$ cat src/rtl/rv32_decode.sv
// RV32I instruction decode stage.
//
// Takes one fetched instruction per cycle. Register-file read addresses leave
// combinationally in the same cycle; every other decoded field is registered
// so it lines up with the register file's registered operands one cycle later.
//
// Ports:
//   clk, reset           clock and synchronous active-high reset
//   stall_in, flush_in   hold outputs / insert bubble (flush wins over stall)
//   valid_in, instr_in,  fetched instruction and its address
//   pc_in
//   rs1_out, rs2_out     combinational register-file read addresses
//   valid_out ..         registered decode: pc, rd, writeback, immediate, ALU
//   illegal_out          controls, memory controls, branch/jump, illegal flag
module rv32_decode (
  input  logic        clk,
  input  logic        reset,
  input  logic        stall_in,
  input  logic        flush_in,
  input  logic        valid_in,
  input  logic [31:0] instr_in,
  input  logic [31:0] pc_in,
  output logic [4:0]  rs1_out,
  output logic [4:0]  rs2_out,
  output logic        valid_out,
  output logic [31:0] pc_out,
  output logic [4:0]  rd_out,
  output logic        rd_writeback_out,
  output logic [31:0] imm_out,
  output logic [3:0]  alu_op_out,
  output logic [1:0]  alu_src1_out,
  output logic        alu_src2_imm_out,
  output logic        mem_read_out,
  output logic        mem_write_out,
  output logic [1:0]  mem_width_out,
  output logic        mem_unsigned_out,
  output logic        branch_out,
  output logic [2:0]  branch_op_out,
  output logic        jump_out,
  output logic        jump_reg_out,
  output logic        illegal_out
);

  localparam logic [6:0] OpLui    = 7'b0110111;
  localparam logic [6:0] OpAuipc  = 7'b0010111;
  localparam logic [6:0] OpJal    = 7'b1101111;
  localparam logic [6:0] OpJalr   = 7'b1100111;
  localparam logic [6:0] OpBranch = 7'b1100011;
  localparam logic [6:0] OpLoad   = 7'b0000011;
  localparam logic [6:0] OpStore  = 7'b0100011;
  localparam logic [6:0] OpImm    = 7'b0010011;
  localparam logic [6:0] OpReg    = 7'b0110011;
  localparam logic [6:0] OpFence  = 7'b0001111;
  localparam logic [6:0] OpSystem = 7'b1110011;

  localparam logic [1:0] Src1Rs1  = 2'd0;
  localparam logic [1:0] Src1Pc   = 2'd1;
  localparam logic [1:0] Src1Zero = 2'd2;

  typedef struct packed {
    logic        valid;
    logic [31:0] pc;
    logic [4:0]  rd;
    logic        wb;
    logic [31:0] imm;
    logic [3:0]  alu_op;
    logic [1:0]  src1;
    logic        src2_imm;
    logic        mem_read;
    logic        mem_write;
    logic [1:0]  mem_width;
    logic        mem_unsigned;
    logic        branch;
    logic [2:0]  branch_op;
    logic        jump;
    logic        jump_reg;
    logic        illegal;
    logic [4:0]  rs1;  // held read addresses, replayed during a stall
    logic [4:0]  rs2;
  } dec_t;

  dec_t dec_d, dec_q;

  logic [6:0]  opcode;
  logic [2:0]  funct3;
  logic [6:0]  funct7;
  logic [31:0] imm_i, imm_s, imm_b, imm_u, imm_j;
  logic        wb, ill;

  assign opcode = instr_in[6:0];
  assign funct3 = instr_in[14:12];
  assign funct7 = instr_in[31:25];

  assign imm_i = {{20{instr_in[31]}}, instr_in[31:20]};
  assign imm_s = {{20{instr_in[31]}}, instr_in[31:25], instr_in[11:7]};
  assign imm_b = {{19{instr_in[31]}}, instr_in[31], instr_in[7], instr_in[30:25],
                  instr_in[11:8], 1'b0};
  assign imm_u = {instr_in[31:12], 12'b0};
  assign imm_j = {{11{instr_in[31]}}, instr_in[31], instr_in[19:12], instr_in[20],
                  instr_in[30:21], 1'b0};

  // alt selects SUB/SRA; the caller decides when funct7[5] is meaningful.
  function automatic logic [3:0] alu_from_f3(input logic [2:0] f3, input logic alt);
    case (f3)
      3'b000:  alu_from_f3 = alt ? 4'd1 : 4'd0;
      3'b001:  alu_from_f3 = 4'd2;
      3'b010:  alu_from_f3 = 4'd3;
      3'b011:  alu_from_f3 = 4'd4;
      3'b100:  alu_from_f3 = 4'd5;
      3'b101:  alu_from_f3 = alt ? 4'd7 : 4'd6;
      3'b110:  alu_from_f3 = 4'd8;
      default: alu_from_f3 = 4'd9;
    endcase
  endfunction

  always_comb begin
    dec_d       = '0;
    dec_d.valid = 1'b1;
    dec_d.pc    = pc_in;
    dec_d.rd    = instr_in[11:7];
    dec_d.rs1   = instr_in[19:15];
    dec_d.rs2   = instr_in[24:20];
    wb          = 1'b0;
    ill         = 1'b0;
    case (opcode)
      OpLui: begin
        dec_d.src1 = Src1Zero; dec_d.imm = imm_u; dec_d.src2_imm = 1'b1; wb = 1'b1;
      end
      OpAuipc: begin
        dec_d.src1 = Src1Pc; dec_d.imm = imm_u; dec_d.src2_imm = 1'b1; wb = 1'b1;
      end
      OpJal: begin
        dec_d.src1 = Src1Pc; dec_d.imm = imm_j; dec_d.src2_imm = 1'b1;
        dec_d.jump = 1'b1; wb = 1'b1;
      end
      OpJalr: begin
        dec_d.src1 = Src1Rs1; dec_d.imm = imm_i; dec_d.src2_imm = 1'b1;
        dec_d.jump = 1'b1; dec_d.jump_reg = 1'b1; wb = 1'b1;
        ill = (funct3 != 3'b000);
      end
      OpBranch: begin
        dec_d.imm = imm_b; dec_d.branch = 1'b1; dec_d.branch_op = funct3;
        ill = (funct3 == 3'b010) || (funct3 == 3'b011);
      end
      OpLoad: begin
        dec_d.imm = imm_i; dec_d.src2_imm = 1'b1; dec_d.mem_read = 1'b1;
        dec_d.mem_width = funct3[1:0]; dec_d.mem_unsigned = funct3[2]; wb = 1'b1;
        ill = (funct3 == 3'b011) || (funct3 == 3'b110) || (funct3 == 3'b111);
      end
      OpStore: begin
        dec_d.imm = imm_s; dec_d.src2_imm = 1'b1; dec_d.mem_write = 1'b1;
        dec_d.mem_width = funct3[1:0];
        ill = (funct3 >= 3'b011);
      end
      OpImm: begin
        dec_d.imm = imm_i; dec_d.src2_imm = 1'b1; wb = 1'b1;
        // funct7[5] only means SRAI for funct3=101; for ADDI it is immediate data.
        dec_d.alu_op = alu_from_f3(funct3, (funct3 == 3'b101) && funct7[5]);
        if (funct3 == 3'b001) ill = (funct7 != 7'h00);
        if (funct3 == 3'b101) ill = (funct7 != 7'h00) && (funct7 != 7'h20);
      end
      OpReg: begin
        wb = 1'b1;
        dec_d.alu_op = alu_from_f3(funct3, funct7[5]);
        ill = !((funct7 == 7'h00) ||
                ((funct7 == 7'h20) && ((funct3 == 3'b000) || (funct3 == 3'b101))));
      end
      OpFence: ;
      OpSystem: ill = (instr_in != 32'h0000_0073) && (instr_in != 32'h0010_0073);
      default:  ill = 1'b1;
    endcase
    if (instr_in[1:0] != 2'b11) ill = 1'b1;
    // Illegal instructions reach trap logic with no side effects.
    if (ill) begin
      wb              = 1'b0;
      dec_d.mem_read  = 1'b0;
      dec_d.mem_write = 1'b0;
      dec_d.branch    = 1'b0;
      dec_d.jump      = 1'b0;
      dec_d.jump_reg  = 1'b0;
    end
    dec_d.illegal = ill;
    dec_d.wb      = wb && (dec_d.rd != 5'd0);
  end

  always_ff @(posedge clk) begin
    if (reset) begin
      dec_q <= '0;
    end else if (flush_in) begin
      dec_q <= '0;
    end else if (!stall_in) begin
      dec_q <= valid_in ? dec_d : '0;
    end
  end

  // During a stall, keep re-reading the held instruction's operands.
  assign rs1_out = stall_in ? dec_q.rs1 : instr_in[19:15];
  assign rs2_out = stall_in ? dec_q.rs2 : instr_in[24:20];

  assign valid_out        = dec_q.valid;
  assign pc_out           = dec_q.pc;
  assign rd_out           = dec_q.rd;
  assign rd_writeback_out = dec_q.wb;
  assign imm_out          = dec_q.imm;
  assign alu_op_out       = dec_q.alu_op;
  assign alu_src1_out     = dec_q.src1;
  assign alu_src2_imm_out = dec_q.src2_imm;
  assign mem_read_out     = dec_q.mem_read;
  assign mem_write_out    = dec_q.mem_write;
  assign mem_width_out    = dec_q.mem_width;
  assign mem_unsigned_out = dec_q.mem_unsigned;
  assign branch_out       = dec_q.branch;
  assign branch_op_out    = dec_q.branch_op;
  assign jump_out         = dec_q.jump;
  assign jump_reg_out     = dec_q.jump_reg;
  assign illegal_out      = dec_q.illegal;

endmodule

$ cat config.mk
export PLATFORM = sky130hd
export DESIGN_NAME = rv32_decode
export DESIGN_NICKNAME = d
export VERILOG_FILES = /design/src/rtl/rv32_decode.sv
export SDC_FILE = /design/constraint.sdc
export NUM_CORES = 1
export LEC_CHECK = 0
export ABC_CLOCK_PERIOD_IN_PS = 2100
export CORE_ASPECT_RATIO = 1.25
export CORE_MARGIN = 2
export CORE_UTILIZATION = 45
export CTS_CLUSTER_DIAMETER = 30
export DETAILED_ROUTE_END_ITERATION = 12
export PLACE_DENSITY = 0.8
export SLEW_MARGIN = 10
export SYNTH_ARGS = -nofsm -noshare
export SYNTH_HDL_FRONTEND = slang
export SYNTH_SLANG_ARGS = --single-unit
$ cat constraint.sdc
create_clock -name clk -period 2.1 [get_ports clk]
set_input_delay 0.42 -clock clk [delete_from_list [all_inputs] [get_ports clk]]
set_output_delay 0.42 -clock clk [all_outputs]
set_load 0.01 [all_outputs]
==> flow_metrics.tcl <==
set metrics [dict create \
    status "finished, final reports clean" \
    grt_first_pass_wirelength_um 21700 \
    synth_cell_types 53 \
    final_common_cell "clkdlybuf4s50_1" \
    diodes 0 \
    p_sw_share_pct 23.0 \
    drive_gt1_share_pct 17.4 \
    yosys_warnings 0 \
    drt_drc_violations_left 0 \
    die_y_um 119 \
    layout_common_cells "clkdlybuf4s50_1, dfxtp_1, nor2_1" \
    nFillCells 827 \
    cts.reportedPaths.clkPinSlew_ns 0.07 \
    hold_violations 0 \
    cts.path.max_buffers 2 \
    path_class "primary input to output pin" \
    portBuffers 168 \
    avgRoutedWirePerCell_um 17.2 \
    final.period_utilization_pct 99.5 \
    numCtsBuffers 9 \
    synthArstFlopShare_pct 0 \
    track_usage_pct 24.4 \
    coreArea_um2 10200 \
    tightest_slew_ns 0.756 \
    die-area_um2 11400 \
    vias 4450 \
    syn_inst 551 \
    pre_cts_ws_ns -0.500 \
    final-setup-viol-count 0 \
    areaGrowthSynthToFinish_pct 43.6 \
    h-tree-depth 3 \
    slew_headroom_pct 49.6 \
    die-width_um 95.7 \
    routed_wl_um 14100 \
    hold_buffers 0 \
    holdCritPathClass "register to register" \
    finalClockSkew_ns 0 \
    grt_pass1_vias 4331 \
    max_cap_viol_count 0 \
    via_per_inst 5.43 \
    synth_edf_count 0 \
    synth-main-ff-cell "dfxtp_1" \
    power.density_nw_per_um2 627 \
    worst_slack_ns 0.00969 \
    dpl.hpwl_um 10600 \
    min_delay_path_depth 2 \
    required_ns 1.68 \
    worst-path-max-fanout 2 \
    tritoncts "yes" \
    clkPwrFrac_pct 41.9 \
    p_switching_w 0.000979 \
    p_comb_share_pct 12.8 \
    avgSynthCellArea_um2 8.58 \
    leakagePower_nw 2.58 \
    rows 41 \
    synth-seq-cells 100 \
    ios 169 \
    total_power_w 0.00425 \
    grt_overflow 0 \
    insertion_delay_ns 0.33 \
    syn_nets 620 \
    period_minus_slack_ns 2.09 \
    grt_max_degree 74 \
    antenna_found_initial 0 \
    critPathCaptureType "output pin" \
    power_frac_seq_pct 45.3 \
    first_pass_iters 5 \
    worst_ep_arrival_time_ns 1.67 \
    worst_setup_path_start_kind "primary input" \
    nets 754 \
    start_util_pct 46.6 \
    peakVddDrop_mv 0.482 \
    synth_area_um2 4730 \
    cts_root_buf "clkbuf_16" \
    fmax_ghz 0.478 \
    power.internal_w 0.00328 \
    drt_iter0_markers 190 \
    grt_setup_unrepaired "no" \
    ant_nets 0 \
    drv_slew 0 \
    ys_seq_area_share_pct 42.3 \
    reg2reg_depth 2 \
    cts_sinks 100 \
    place.gp.congestion 0.921 \
]
[synthesized netlist by cell type (4+ instances only)]
library cell / number / area, µm²
a2bb2oi_1: 5 / 43.8
inv_1: 4 / 15.0
a21oi_1: 42 / 210
nor2b_1: 4 / 25.0
mux2_2: 10 / 113
nor3_1: 5 / 25.0
buf_2: 4 / 20.0
buf_1: 7 / 26.3
a22oi_1: 53 / 398
a22o_1: 4 / 35.0
nand2b_1: 5 / 31.3
o21ai_0: 27 / 135
nand2_1: 32 / 120
nor3b_1: 11 / 82.6
buf_4: 81 / 608
a32oi_1: 5 / 43.8
nor2_1: 85 / 319
clkbuf_1: 25 / 93.8
dfxtp_1: 100 / 2000
[worst max-delay path, stage by stage]
cell and delay, ns:
clkdlybuf4s50_1 0.47, mux2_2 0.30, clkdlybuf4s50_1 0.48
[per-stage QoR]
step           area (µm²)  instances  utilization (%)  hold slack [ns]  setup TNS [ns]
3_5_place_dp         6380        803             62.8            0.446           -9.56
2_1_floorplan        4730        551                -            0.426               0
6_report             6790        819             66.9            0.455               0
3_3_place_gp         6380        803             62.8            0.436           -8.18
4_1_cts              6700        819             66.0            0.455         -0.0144
5_1_grt              6790        819             66.9            0.484               0
[final timing paths]
check,startpoint,to,slack [ns]
hold / removal,imm_out[14],imm_out[14],0.46
setup / recovery,instr_in[20],rs2_out[0],0.01
setup reg to reg,dec_q[8],dec_q[8],1.22
hold reg to reg,imm_out[14],imm_out[14],0.46
[flip-flops by register name (all words and copies together) (netlist names), 2 cells and up]
| register | flops |
|---|---|
| alu_op_out | 4 |
| alu_src1_out | 2 |
| imm_out | 32 |
| dec_q | 10 |
| branch_op_out | 3 |
| pc_out | 32 |
| mem_width_out | 2 |
| rd_out | 5 |
[power groups by stage]
stage | registers, W | clock network, W | logic [W]
final | 0.00193 | 0.00178 | 0.000545
after global placement | 0.00197 | 0 | 0.000531
after floorplan | 0.00197 | 0 | 0.000229
after global routing | 0.00193 | 0.00190 | 0.000582
after CTS | 0.00193 | 0.00182 | 0.000537
after detailed placement | 0.00197 | 0 | 0.000542
[timing repair]
| item | CTS | global route |
|---|---|---|
| gates resized for setup | 10 | 25 |
| buffers inserted | 0 | 0 |
| pin swaps | 1 | 8 |
| setup endpoints to repair | 13 | 13 |
[area by class of cell]
type	instances	area (µm²)	area share [%]
Clock inverter	6	87.6	1.29
Sequential cell	100	2000	29.5
Tap cell	129	161	2.38
Inverter	4	15.0	0.221
Multi-Input combinational cell	330	2030	29.9
Clock buffer	10	239	3.52
Timing Repair Buffer	240	2250	33.2
[metal layers]
metal  track usage, %  part of all wire, %
met2             41.5                   51
met4             10.0                  2.9
met5                0                    0
met3             4.33                  5.7
met1             29.9                   41
[cell families (layout without fill, tap and decap cells)]
kind of cell    count (synthesis)  in the layout  synth area share (%)
flops                         100            100                  42.3
buf+inv                       121            260                  16.1
xor+xnor                        1              1                 0.185
mux                            10             10                  2.38
compound gates                153            153                  21.9
simple gates                  166            166                  17.1
(Power assumes the default switching activity.)
